==> src/rtl/uart_pkg.sv <==
// Shared definitions for the UART transmit arbiter.
// Holds the arbiter state encoding, the byte width and a small helper
// that advances a round-robin index with wrap-around.
package uart_pkg;

  localparam int UART_BYTE_W = 8;

  typedef enum logic [1:0] {
    IDLE = 2'd0,
    SEND = 2'd1,
    CLR  = 2'd2,
    WAIT = 2'd3
  } arb_state_t;

  // Next round-robin position after idx, wrapping back to 0 after n-1.
  function automatic int wrap_next(input int idx, input int n);
    return (idx + 1 >= n) ? 0 : idx + 1;
  endfunction

endpackage

==> src/rtl/uart_tx_arb_rr_pick.sv <==
// Combinational round-robin picker.
// Scans the request vector starting at the pointer position, wrapping
// around, and reports the first set bit as both one-hot and binary index.
module rr_pick #(
  parameter int N  = 4,
  parameter int PW = 2
) (
  input  logic [N-1:0]  req,
  input  logic [PW-1:0] ptr,
  output logic [N-1:0]  onehot,
  output logic [PW-1:0] idx,
  output logic          any
);

  logic [PW:0] sum;

  // Walk offsets from farthest to nearest so the closest request to the
  // pointer is the last one written and therefore wins.
  always_comb begin
    any    = 1'b0;
    idx    = '0;
    sum    = '0;
    onehot = '0;
    for (int i = N - 1; i >= 0; i--) begin
      sum = {1'b0, ptr} + (PW + 1)'(i);
      if (sum >= (PW + 1)'(N)) begin
        sum = sum - (PW + 1)'(N);
      end
      if (req[sum[PW-1:0]]) begin
        any = 1'b1;
        idx = sum[PW-1:0];
      end
    end
    if (any) begin
      onehot = N'(1) << idx;
    end
  end

endmodule

==> src/rtl/uart_tx_arb.sv <==
// Round-robin arbiter sharing one UART transmitter among NUM_REQ byte
// sources. A winner's byte is latched in IDLE, trmt and the matching gnt
// pulse together in SEND, CLR skips the stale tx_done left over from the
// previous frame, and WAIT holds until the UART reports the frame done.
// Optional feature: define UART_ARB_BURST_EN to keep the grant locked to
// one requester until it sends a byte flagged with req_last.
module uart_tx_arb
  import uart_pkg::*;
#(
  parameter int NUM_REQ = 4
) (
  input  logic                           clk,
  input  logic                           rst,
  input  logic [NUM_REQ-1:0]             req,
  input  logic [UART_BYTE_W*NUM_REQ-1:0] req_data,
  input  logic [NUM_REQ-1:0]             req_last,
  output logic [NUM_REQ-1:0]             gnt,
  output logic                           trmt,
  output logic [UART_BYTE_W-1:0]         tx_data,
  input  logic                           tx_done,
  output logic                           busy
);

  localparam int PW = (NUM_REQ > 1) ? $clog2(NUM_REQ) : 1;

  arb_state_t             state;
  logic [PW-1:0]          ptr;
  logic [PW-1:0]          win_idx;
  logic [NUM_REQ-1:0]     eligible;
  logic [NUM_REQ-1:0]     pick_onehot;
  logic [PW-1:0]          pick_idx;
  logic                   pick_any;
  logic [UART_BYTE_W-1:0] pick_byte;

`ifdef UART_ARB_BURST_EN
  logic               locked;
  logic [NUM_REQ-1:0] lock_mask;
  logic               win_last;
  logic               pick_last;

  // While a message is in progress only the locked requester may win.
  always_comb begin
    eligible = locked ? (req & lock_mask) : req;
  end
`else
  logic unused_last;

  // Every byte is arbitrated afresh; message boundaries do not matter.
  always_comb begin
    eligible = req;
  end

  assign unused_last = ^req_last;
`endif

  rr_pick #(
    .N  (NUM_REQ),
    .PW (PW)
  ) u_pick (
    .req    (eligible),
    .ptr    (ptr),
    .onehot (pick_onehot),
    .idx    (pick_idx),
    .any    (pick_any)
  );

  // Select the byte (and last flag) belonging to the current pick.
  always_comb begin
    pick_byte = '0;
`ifdef UART_ARB_BURST_EN
    pick_last = 1'b0;
`endif
    for (int i = 0; i < NUM_REQ; i++) begin
      if (pick_idx == PW'(i)) begin
        pick_byte = req_data[i*UART_BYTE_W +: UART_BYTE_W];
`ifdef UART_ARB_BURST_EN
        pick_last = req_last[i];
`endif
      end
    end
  end

  // Arbiter FSM with registered trmt, gnt, tx_data and busy.
  always_ff @(posedge clk) begin
    if (rst) begin
      state   <= IDLE;
      gnt     <= '0;
      trmt    <= 1'b0;
      tx_data <= '0;
      busy    <= 1'b0;
      ptr     <= '0;
      win_idx <= '0;
`ifdef UART_ARB_BURST_EN
      locked    <= 1'b0;
      lock_mask <= '0;
      win_last  <= 1'b0;
`endif
    end else begin
      case (state)
        IDLE: begin
          gnt  <= '0;
          trmt <= 1'b0;
          if (pick_any) begin
            win_idx <= pick_idx;
            tx_data <= pick_byte;
            gnt     <= pick_onehot;
            trmt    <= 1'b1;
            busy    <= 1'b1;
`ifdef UART_ARB_BURST_EN
            win_last <= pick_last;
`endif
            state   <= SEND;
          end
        end
        SEND: begin
          gnt  <= '0;
          trmt <= 1'b0;
`ifdef UART_ARB_BURST_EN
          if (!win_last) begin
            locked    <= 1'b1;
            lock_mask <= gnt;
          end else begin
            locked <= 1'b0;
            ptr    <= PW'(wrap_next(int'(win_idx), NUM_REQ));
          end
`else
          ptr <= PW'(wrap_next(int'(win_idx), NUM_REQ));
`endif
          state <= CLR;
        end
        CLR: begin
          state <= WAIT;
        end
        WAIT: begin
          if (tx_done) begin
            busy  <= 1'b0;
            state <= IDLE;
          end
        end
        default: begin
          state <= IDLE;
        end
      endcase
    end
  end

endmodule
==> config.mk <==
export PLATFORM = sky130hd
export DESIGN_NAME = uart_tx_arb
export DESIGN_NICKNAME = d
export VERILOG_FILES = /design/src/rtl/uart_pkg.sv /design/src/rtl/uart_tx_arb_rr_pick.sv /design/src/rtl/uart_tx_arb.sv
export SDC_FILE = /design/constraint.sdc
export NUM_CORES = 1
export LEC_CHECK = 0
export ABC_AREA = 1
export BUFFER_PORTS_ARGS = -buffer_cell sky130_fd_sc_hd__buf_2
export CORE_MARGIN = 5
export CORE_UTILIZATION = 50
export DETAILED_ROUTE_END_ITERATION = 8
export HOLD_SLACK_MARGIN = 0.05
export PLACE_DENSITY = 0.82
export SLEW_MARGIN = 30
export SYNTH_ARGS = -nofsm -noshare
export SYNTH_HDL_FRONTEND = slang
export SYNTH_SLANG_ARGS = --single-unit
==> constraint.sdc <==
create_clock -name clk -period 5.2 [get_ports clk]
set_clock_uncertainty 0.1 [all_clocks]
set_input_delay 0.26 -clock clk [delete_from_list [all_inputs] [get_ports clk]]
set_output_delay 0.26 -clock clk [all_outputs]
set_load 0.1 [all_outputs]
; Word-level counts from Yosys, hierarchy flattened
; Index checks and enable logic that the tools add are counted.
[word_totals]
reg_bits = 20
input_bits = 43
output_inout_bits = 14
wordCells = 75
[classes]
add_sub_neg = 8
n_lt_le_gt_ge = 9
eq_ne = 8
n_shift = 1
mux = 35
reduce_logical = 7
[ops]
columns = op, count
row1 = $mux W8, 4
row2 = $mux W2, 11
row3 = $ge A3 B3 Y1 const B, 4
row4 = $lt A2 B3 Y1 const B, 4
row5 = $mux W1, 11
row6 = $bmux W1 S2, 4
row7 = $eq A2 B2 Y1 const B, 4
row8 = $pmux W2 S4, 1
row9 = $pmux W4 S2, 1
row10 = $sub A2 B1 Y2 const B, 4
row11 = $add A2 B1 Y3 const B, 2
row12 = $add A2 B2 Y3 const B, 2
row13 = $eq A2 B1 Y1 const B, 2
row14 = $logic_not A2 Y1, 2
row15 = $mux W4, 1
row16 = $ne A2 B2 Y1 const B, 2
row17 = $pmux W1 S2, 2
row18 = $reduce_and A2 Y1, 2
row19 = $reduce_bool A2 Y1, 2
row20 = $shl A1 B2 Y4 const A, 1
row21 = $ge A2 B3 Y1 const B, 1
row22 = $reduce_and A3 Y1, 1

; Longest topological paths before layout
; Gate-level depths: netlist of the first run.
[depth]
word_depth = 14
ltp_mapped = 15
ltp_nobuf = 15

; Modules after synthesis
; From an unflattened synthesis of the first run, not the netlist that was laid out.
[unflattened]
cells_unflattened = 210
area_unflattened_um2 = 1313.8
[by_module_without_submodules]
columns = mod, instances, cells_per_inst, area_each_um2, seq_area_each_um2
row1 = uart_tx_arb, 1, 149, 1021.0, 400.4
row2 = rr_pick, 1, 61, 292.8, 0.0

; Worst setup path before layout of the first run
; Ideal clock, no wire load.
[synth_path]
path_type = reg-to-reg
startpoint = register ptr[0]
endpoint = register tx_data[0]
setup_ns = 0.132
arrival_ns = 1.482
required_ns = 4.968
path_slack_ns = 3.486
stages_incl_launch_ff = 14
path_buffers = 1
cell_sequence = dfxtp_1 > inv_2 > nand2_1 > nand2_1 > nand3_1 > nor3b_2 > nand2_1 > nand2_2 > inv_2 > buf_4 > o21ai_1 > inv_1 > nand2_1 > a21oi_1
[synth_via]
elab_chain_len = 14
[synth_lines]
columns = item, line
row1 = "start, declared", uart_tx_arb.sv:27  ; logic [PW-1:0] ptr;
row2 = "start signal, assigned", uart_tx_arb.sv:127  ; ptr <= PW'(wrap_next(int'(win_idx), NUM_REQ));
row3 = $add A2 B2 Y3, uart_tx_arb_rr_pick.sv:25  ; sum = {1'b0, ptr} + (PW + 1)'(i);
row4 = $ge A3 B3 Y1 or $sub A2 B1 Y2 (tied branches), "uart_tx_arb_rr_pick.sv:26, uart_tx_arb_rr_pick.sv:27"
row5 = $mux W2, uart_tx_arb_rr_pick.sv:26  ; if (sum >= (PW + 1)'(N)) begin
row6 = $bmux W1 S2, uart_tx_arb_rr_pick.sv:29  ; if (req[sum[PW-1:0]]) begin
row7 = $mux W1 (not written as such), uart_tx_arb_rr_pick.sv:29
row8 = $mux W2 (4 in a row), uart_tx_arb_rr_pick.sv:29
row9 = $logic_not A2 Y1, uart_tx_arb.sv:74  ; if (pick_idx == PW'(i)) begin
row10 = $mux W8 (4 in a row), uart_tx_arb.sv:74
row11 = "end signal, assigned", uart_tx_arb.sv:105  ; tx_data <= pick_byte;
row12 = "end, declared", uart_tx_arb.sv:19  ; output logic [UART_BYTE_W-1:0] tx_data,
; Parallel ways exist; a longest one is shown, timed or not. The select of a mux whose other input is x is not followed.
; A chain may end at the register's enable or synchronous reset.

; Final worst setup path of the first run
[layout_path]
startpoint = register ptr[0]
endpoint = register tx_data[4]
; The elaborated chain is that of the path after synthesis.

==> impl_metrics.yaml, run 1 <==
global_route:
  overflow: 0
  grt_use_total_pct: 19.61
  antenna_found_initial: 0
  grt_max_degree: 16
  grt_pass1_vias: 1337
  grt_pass1_wl_um: 5485
synthesis:
  synth-seq-cells: 20
  syn_inst: 198
  synth.most_common_cell: "nand2_1"
  yosysTopAreaCellShare_pct: 31.50
  syn-mean-instance-area_um2: 6.420
  synth_area_mm2: 0.001271
  syn-num-nets: 246
  ys.warnings.count: 0
  async_flop_share_pct: 0
  synth_edf_count: 0
  synth_area_leaders: "dfxtp_1 (31%), nand2_1 (17%), nand3_1 (8.7%)"
  ys_top_cells_by_count: "nand2_1 (58), inv_1 (23), nand3_1 (22), dfxtp_1 (20), a21oi_1 (17)"
  yosysUniqueCellTypes: 25
  synth_flop_cell: "dfxtp_1"
  synth-seq-area-share_pct: 31.50
  yosysTopAreaCell: "dfxtp_1"
setup_path:
  cp.arrival_ps: 2270
  cp_common_cell: "nand2_1"
  required_ps: 5290
  slowest_delay_ps: 490
  worstPathCellList: "inv_2 -> nand2_1 -> nand2_1 -> nand2_1 -> nand2_1 -> clkinv_1 -> nand2_2 -> a21oi_4 -> nand2_2 -> o21ai_0 -> inv_1 -> nand2_1 -> a21oi_1"
  r2r_slack_ps: 3020
  end_kind: "register"
  crit_type: "register to register"
  worst-path-max-fanout: 12
  cp-start-kind: "register"
  r2r-start: "ptr[0]"
  critPathSlowestCell: "dfxtp_1"
  reg2reg_depth: 13
  r2r-end: "tx_data[4]"
cts:
  post_cts_resized: 0
  clock_path_buffers: 2
  clk_transition_reported_paths_ps: 110
  clkSinkCount: 20
  tritoncts: "done"
  h-tree-depth: 1
  clockRootBuffer: "clkbuf_4"
  post_cts_buffers: 0
  cts_hold_buf: 0
  numCtsBuffers: 3
  insertion_delay_ps: 290
drt:
  firstDrtPassIters: 4
  viasPerCell: 5.057
  drcViolationCount: 0
  wl_per_cell_um: 11.77
  final_antenna_net_count: 0
  drtIter0Drc: 63
  vias: 1411
  wl_um: 3285
final_layout:
  stdcell_count: 279
  syn_to_final_growth_pct: 24.80
  n_antenna_cell: 0
  drive_above_1_share_pct: 28.11
  fin_nets: 298
flow_run:
  drv_cap: 0
worst_hold_path:
  hp-class: "primary input to register"
  holdPathEnd: "busy"
  hold_depth: 4
  min-delay-start: "tx_done"
power_and_ir_drop:
  peakVddDrop_mv: 0.5274
  power_frac_seq_pct: 19.7
  power_density_mw_per_mm2: 780.8
  intPower_mw: 0.5030
  p_clk_share_pct: 10.1
  leakage_nw: 0.8598
  power_switching_mw: 0.7357
  p_comb_share_pct: 70.2
  swShare_pct: 59.40
die:
  die_y_um: 60.42
  die_w_um: 60.42
  core_mm2: 0.002455
  initial_utilization_pct: 51.78
  num_io_pins: 57
  core.rowCount: 18
  dieArea_mm2: 0.003651
sta:
  slew_viol_final: 0
  period_minus_slack_ps: 2184
  slew_headroom_pct: 67.20
  tns_ps: 0
  setup_viol: 0
  worst_slew_pin_slew_ps: 495.4
  finalHoldViolCount: 0
  period_share_pct: 42.01
  hold_ws_ps: 179.2
  rsz0062_at_grt: "no"
  max_freq_ghz: 0.4578
placed_design:
  numPortBuffers: 52
  dp_cells: 275
  place_congestion: 0.8050
  dp_hpwl_um: 2558
run_status:
  status: "finished clean"
[worst max-delay path: cells and delay by family (launching register included)]
family	cells	cell delay [ps]
AO/OA/AOI/OAI	3	580
buffers and inverters	3	220
AND/OR/NAND/NOR	7	690
flip-flops	1	490
[cell type report]
| cell class | instances | area (µm²) |
|---|---|---|
| inverter | 28 | 105.1 |
| clock buffer | 3 | 22.52 |
| fill | 251 | 868.3 |
| clock inverter | 1 | 30.03 |
| tap | 30 | 37.54 |
| multi-input combinational | 145 | 730.7 |
| timing repair buffer | 52 | 260.3 |
| sequential | 20 | 400.4 |
[layer usage]
metal | GRT usage [%] | vias to the layer above | wire [µm]
met5 | 0 | - | 0
met1 | 22.74 | 601 | 1427
met4 | 7.740 | 0 | 53
met2 | 33.95 | 60 | 1484
met3 | 5.745 | 6 | 320
li1 | - | 744 | -
[kinds of logic after synthesis]
group	share of synthesized area (%)
buffers and inverters	11.02
AOI/OAI and AO/OA	16.54
DFF	31.50
and+or+nand+nor	36.02
adders and majority gates	4.921
[power by group through the flow]
| stage | logic, mW | clock network (mW) | registers (mW) |
|---|---|---|---|
| after global routing | 0.966 | 0.134 | 0.251 |
| after CTS | 0.876 | 0.127 | 0.244 |
| after detailed placement | 0.871 | 0 | 0.247 |
| final | 0.870 | 0.125 | 0.244 |
| after floorplan | 0.489 | 0 | 0.489 |
| after global placement | 0.857 | 0 | 0.246 |
[how the worst max path moves through the flow]
stage                     startpoint    endpoint  slack [ps]  cells past startpoint
after floorplan               ptr[0]  tx_data[0]        3490                     13
after global placement        ptr[0]  tx_data[4]        3060                     11
after detailed placement      ptr[0]  tx_data[4]        3030                     13
after CTS                     ptr[0]  tx_data[4]        3010                     12
after global routing          ptr[0]  tx_data[4]        2780                     13
final                         ptr[0]  tx_data[4]        3020                     13
[per-stage QoR]
stage	instance area (µm²)	total power, mW	utilization, %	worst slack, ps
finish	1587	1.239	64.63	3016
global route	1587	1.352	64.63	2778
CTS	1587	1.247	64.63	3009
detailed placement	1534	1.118	62.49	3028
global placement	1534	1.103	62.49	3060
floorplan	1271	0.9781	-	3486
[registers in the layout, summed over array words and instances, names as in the netlist]
name     count
busy         1
state        2
trmt         1
gnt          4
win_idx      2
tx_data      8
ptr          2
[placed cells by master, fill, tap and decap left out]
cell       count
nor2_1         8
nand2_1       58
buf_2         52
a31oi_1        1
clkinv_1       1
clkbuf_4       3
inv_1         23
a21oi_4        1
ha_1           5
nand4_1        4
nand3_2        2
nor3b_2        1
nor3_1         1
nand3_1       22
inv_2          4
dfxtp_1       20
o21ai_1        5
o211a_1        1
a211oi_1       1
bufinv_16      1
a21oi_1       17
nand2_2        5
nor2_2         1
o21ai_0       12
No activity file was read; power rests on OpenSTA's default activity.
==> inputs of run 2 (changes only) <==
--- a/config.mk
+++ b/config.mk
@@ -8,10 +8,10 @@
 export ABC_AREA = 1
 export BUFFER_PORTS_ARGS = -buffer_cell sky130_fd_sc_hd__buf_2
 export CORE_MARGIN = 5
-export CORE_UTILIZATION = 50
+export CORE_UTILIZATION = 42
 export DETAILED_ROUTE_END_ITERATION = 8
 export HOLD_SLACK_MARGIN = 0.05
-export PLACE_DENSITY = 0.82
+export PLACE_DENSITY = 0.73
 export SLEW_MARGIN = 30
 export SYNTH_ARGS = -nofsm -noshare
 export SYNTH_HDL_FRONTEND = slang
==> constraint.sdc (replaced) <==
create_clock -name clk -period 1.8 [get_ports clk]
set_clock_uncertainty 0.1 [all_clocks]
set_input_delay 0.09 -clock clk [delete_from_list [all_inputs] [get_ports clk]]
set_output_delay 0.09 -clock clk [all_outputs]
set_load 0.1 [all_outputs]
==> impl_metrics.yaml, run 2 (synthesized netlist as in run 1, its figures left out) <==
setup_path:
  worst-path-max-fanout: 7
  critPathSlowestCell: "dfxtp_4"
  crit_type: "register to register"
  slowest_delay_ps: 450
  required_ps: 1930
  end_kind: "register"
  cp.arrival_ps: 1940
  cp-start-kind: "register"
  worstPathCellList: "inv_8 -> nand2_4 -> nand2_4 -> nand2_2 -> nand2_1 -> clkinv_1 -> nand2_2 -> a21oi_4 -> buf_6 -> nand3_1 -> nand4_1 -> nand2_1 -> a21oi_1"
power_and_ir_drop:
  power_density_mw_per_mm2: 2194
  p_comb_share_pct: 77.3
  intPower_mw: 1.906
  p_clk_share_pct: 6.0
  peakVddDrop_mv: 1.235
  power_frac_seq_pct: 16.8
  power_switching_mw: 2.442
  swShare_pct: 56.17
  leakage_nw: 1.031
  power_mw: 4.348
drt:
  firstDrtPassIters: 4
  wl_met3_um: 231
  drtIter0Drc: 44
  viasPerCell: 5.061
  route.met2.wl_um: 1873
  drcViolationCount: 0
  wl_um: 3752
  drt-met1-wl_um: 1616
  final_antenna_net_count: 0
  wl_per_cell_um: 12.10
  highest_layer: "met4"
  vias: 1569
sta:
  slew_headroom_pct: 67.50
  hold_ws_ps: 47.98
  tns_ps: -8.566
  finalHoldViolCount: 0
  setup_viol: 1
  worst_slew_pin_slew_ps: 490.9
  period_minus_slack_ps: 1809
  slew_viol_final: 0
  max_freq_ghz: 0.5529
  rsz0062_at_grt: "yes"
  period_share_pct: 100.5
  layout_setup_ws_ps: -8.566
cts:
  clk_transition_reported_paths_ps: 110
  insertion_delay_ps: 290
  clkSinkCount: 20
  clock_path_buffers: 2
  h-tree-depth: 1
  tritoncts: "done"
  clockRootBuffer: "clkbuf_4"
  numCtsBuffers: 3
run_status:
  status: "finished, violations left"
  violations: "setup timing"
flow_run:
  drv_cap: 0
global_route:
  grt_use_total_pct: 18.08
  overflow: 0
  grt_pass1_vias: 1488
  grt_max_degree: 14
  grt_pass1_wl_um: 6147
  antenna_found_initial: 0
placed_design:
  placed_cell_area_mm2: 0.001673
  dp_hpwl_um: 2728
  numPortBuffers: 52
  place_congestion: 0.8408
die:
  dieArea_mm2: 0.004227
  die_w_um: 65.02
  num_io_pins: 57
  initial_utilization_pct: 42.69
  core.rowCount: 20
  die_y_um: 65.02
  core_mm2: 0.002978
worst_hold_path:
  hp-class: "primary input to register"
final_layout:
  fin_nets: 326
  syn_to_final_growth_pct: 55.91
  drive_above_1_share_pct: 44.40
  finalInstanceArea_mm2: 0.001982
  largest_register_ffs: 8
  final_cell_mix: "buf_2 (52), nand2_1 (42), inv_1 (21)"
  largest-register: "tx_data"
  reg.largest.list: "tx_data x8, gnt x4"
  final_common_cell: "buf_2"
  n_antenna_cell: 0
## run 2: per-stage QoR
stage	setup slack, ps	instances	utilization (%)
CTS	0.4758	308	60.71
global route	-119.6	310	66.55
detailed placement	-120.3	296	56.18
floorplan	86.22	198	-
global placement	-98.67	296	56.18
finish	-8.566	310	66.55
## run 2: path summary, 6_finish.rpt
kind                                   end  cells after the start    startpoint  slack, ps
worst max-delay path            tx_data[4]                     13        ptr[0]         -9
worst min-delay path            tx_data[2]                      5  req_data[10]         50
worst min register to register      gnt[1]                      2        gnt[1]        370
worst max register to register  tx_data[4]                     13        ptr[0]         -9
## run 2: routing by layer
layer	vias up	track usage, %
li1	805	-
met1	713	21.86
met2	47	32.06
met3	4	4.506
met4	0	4.145
met5	-	0
## run 2: power by group through the flow
stage          Clock, mW  Combinational (mW)  Sequential [mW]
2_1_floorplan          0                1.41             1.41
3_3_place_gp           0                2.87            0.711
3_5_place_dp           0                2.88            0.715
4_1_cts            0.266                2.97            0.714
5_1_grt            0.294                3.66            0.752
6_report           0.259                3.36            0.729
## run 2: critical path: cells and delay by family, from the launching register on
| kind | cells | cell delay [ps] |
|---|---|---|
| AO/OA/AOI/OAI | 2 | 360 |
| buffers and inverters | 3 | 280 |
| flip-flops | 1 | 450 |
| AND/OR/NAND/NOR | 8 | 550 |
## run 2: final cells by class
type / count / area [µm²]
flip-flops and latches: 20 / 405.4
repair buffers: 80 / 505.5
fillers: 251 / 996.0
multi-input cells: 145 / 878.3
inverters: 28 / 115.1
well taps: 33 / 41.29
clock buffers: 4 / 36.28
## run 2: repair_timing
| item | in CTS | in global routing |
|---|---|---|
| hold endpoints to repair | 8 | 0 |
| pin swaps | 3 | 7 |
| setup buffers | 0 | 2 |
| resized for setup | 9 | 48 |
| hold buffers | 8 | 0 |
| endpoints found under the setup margin | 9 | 10 |
==> inputs of run 3 (changes only) <==
--- a/config.mk
+++ b/config.mk
@@ -8,10 +8,10 @@
 export ABC_AREA = 1
 export BUFFER_PORTS_ARGS = -buffer_cell sky130_fd_sc_hd__buf_2
 export CORE_MARGIN = 5
-export CORE_UTILIZATION = 42
+export CORE_UTILIZATION = 30
 export DETAILED_ROUTE_END_ITERATION = 8
 export HOLD_SLACK_MARGIN = 0.05
-export PLACE_DENSITY = 0.73
+export PLACE_DENSITY = 0.55
 export SLEW_MARGIN = 30
 export SYNTH_ARGS = -nofsm -noshare
 export SYNTH_HDL_FRONTEND = slang
==> impl_metrics.yaml, run 3 (synthesized netlist as in run 1, its figures left out) <==
run_status:
  status: "finished, violations left"
  violations: "setup timing"
final_layout:
  n_fill_cell: 406
  multi_input_area_um2: 922.1
  syn_to_final_growth_pct: 61.32
  seq_area_um2: 405.4
  reg.largest.list: "tx_data x8, gnt x4"
  largest-register: "tx_data"
  final_common_cell: "buf_2"
  fin_nets: 327
  drive_above_1_share_pct: 47.65
  n_antenna_cell: 0
  final_cell_mix: "buf_2 (52), nand2_1 (38), inv_1 (21)"
  largest_register_ffs: 8
  final_util_pct: 50.54
die:
  die_y_um: 75.10
  core_mm2: 0.004058
  die_w_um: 75.10
  num_io_pins: 57
  core.rowCount: 23
  dieArea_mm2: 0.005639
  initial_utilization_pct: 31.33
placed_design:
  post-place-ws_ps: -129.5
  dp_hpwl_um: 2988
  numPortBuffers: 52
  place_congestion: 0.8211
sta:
  slew_headroom_pct: 67.59
  finalHoldViolCount: 0
  rsz0062_at_grt: "yes"
  period_minus_slack_ps: 1807
  setup_viol: 1
  layout_setup_ws_ps: -7.067
  worst_slew_pin_slew_ps: 489.5
  slew_viol_final: 0
  tns_ps: -7.067
  period_share_pct: 100.4
  max_freq_ghz: 0.5534
drt:
  vias: 1536
  drcViolationCount: 0
  final_antenna_net_count: 0
  wl_um: 3961
  firstDrtPassIters: 4
  drtIter0Drc: 50
  viasPerCell: 4.697
  wl_per_cell_um: 12.11
setup_path:
  worst-path-max-fanout: 7
  cp.arrival_ps: 1840
  required_ps: 1840
  cp-start-kind: "register"
  end_kind: "register"
  crit_type: "register to register"
global_route:
  grt_max_degree: 16
  grt_pass1_wl_um: 6272
  grt_use_total_pct: 14.16
  grt_pass1_vias: 1498
  antenna_found_initial: 0
  overflow: 0
power_and_ir_drop:
  peakVddDrop_mv: 1.105
  power_mw: 4.703
  power_density_mw_per_mm2: 2294
  leakage_nw: 1.053
cts:
  clkSinkCount: 20
  h-tree-depth: 1
  clockRootBuffer: "clkbuf_8"
  numCtsBuffers: 3
  clock_path_buffers: 2
  tritoncts: "done"
  clk_transition_reported_paths_ps: 70
  insertion_delay_ps: 260
worst_hold_path:
  hp-class: "primary input to register"
flow_run:
  drv_cap: 0
[run 3: changes by cell type in the layout (fill, tap and decap cells not counted), sizes merged]
cell,previous run,this run
buf,72,79
dlygate4sd3,8,1
clkbuf,4,3
nand2,63,64
[run 3: layout make-up]
cell class                      count  share of cell area, %
Tap cell                           50                  3.051
Clock buffer                        3                  2.013
Timing Repair Buffer               80                  24.34
Multi-Input combinational cell    146                  44.97
Sequential cell                    20                  19.77
Inverter                           28                  5.857
[run 3: timing repair]
action / CTS / global route
resized for setup: 11 / 61
setup buffers: 0 / 6
hold buffers: 1 / 0
pin swaps: 3 / 15
gates cloned: 0 / 1
hold endpoints to repair: 1 / 0
endpoints found under the setup margin: 9 / 16
[run 3: worst paths after layout]
kind / start / endpoint / slack, ps / cells past startpoint
worst max register to register: ptr[0] / tx_data[2] / -7 / 15
worst max-delay path: ptr[0] / tx_data[2] / -7 / 15
worst min-delay path: req_data[3] / tx_data[3] / 90 / 5
worst min register to register: gnt[0] / gnt[0] / 360 / 2
[run 3: worst max-delay path: stages, from the launching register on]
cell and delay (ps):
dfxtp_4 420, inv_8 70, nand2_8 80, nand2_4 60
nand2_4 70, nand2_2 40, clkinv_1 50, nand2_2 70
a21oi_4 140, buf_6 150, buf_6 100, nand2_4 70
o21ai_1 120, inv_1 50, nand2_1 60, a21oi_2 50
[run 3: per-stage QoR]
step | hold slack (ps) | instances | cell area [µm²]
floorplan | 59.07 | 198 | 1271
global placement | 318.4 | 316 | 1717
detailed placement | 317.4 | 316 | 1717
CTS | 88.04 | 320 | 1788
global route | 121.8 | 327 | 2051
finish | 87.63 | 327 | 2051
[run 3: report_power, final]
part           switching (mW)  leakage [nW]  internal, mW
logic                    2.30         0.866          1.38
registers               0.115         0.166         0.614
clock network           0.150        0.0216         0.149
[run 3: layer usage]
layer	track usage (%)	routed length, µm
met5	0	0
met3	3.471	245
met1	18.54	1779
met2	23.11	1907
met4	3.953	29
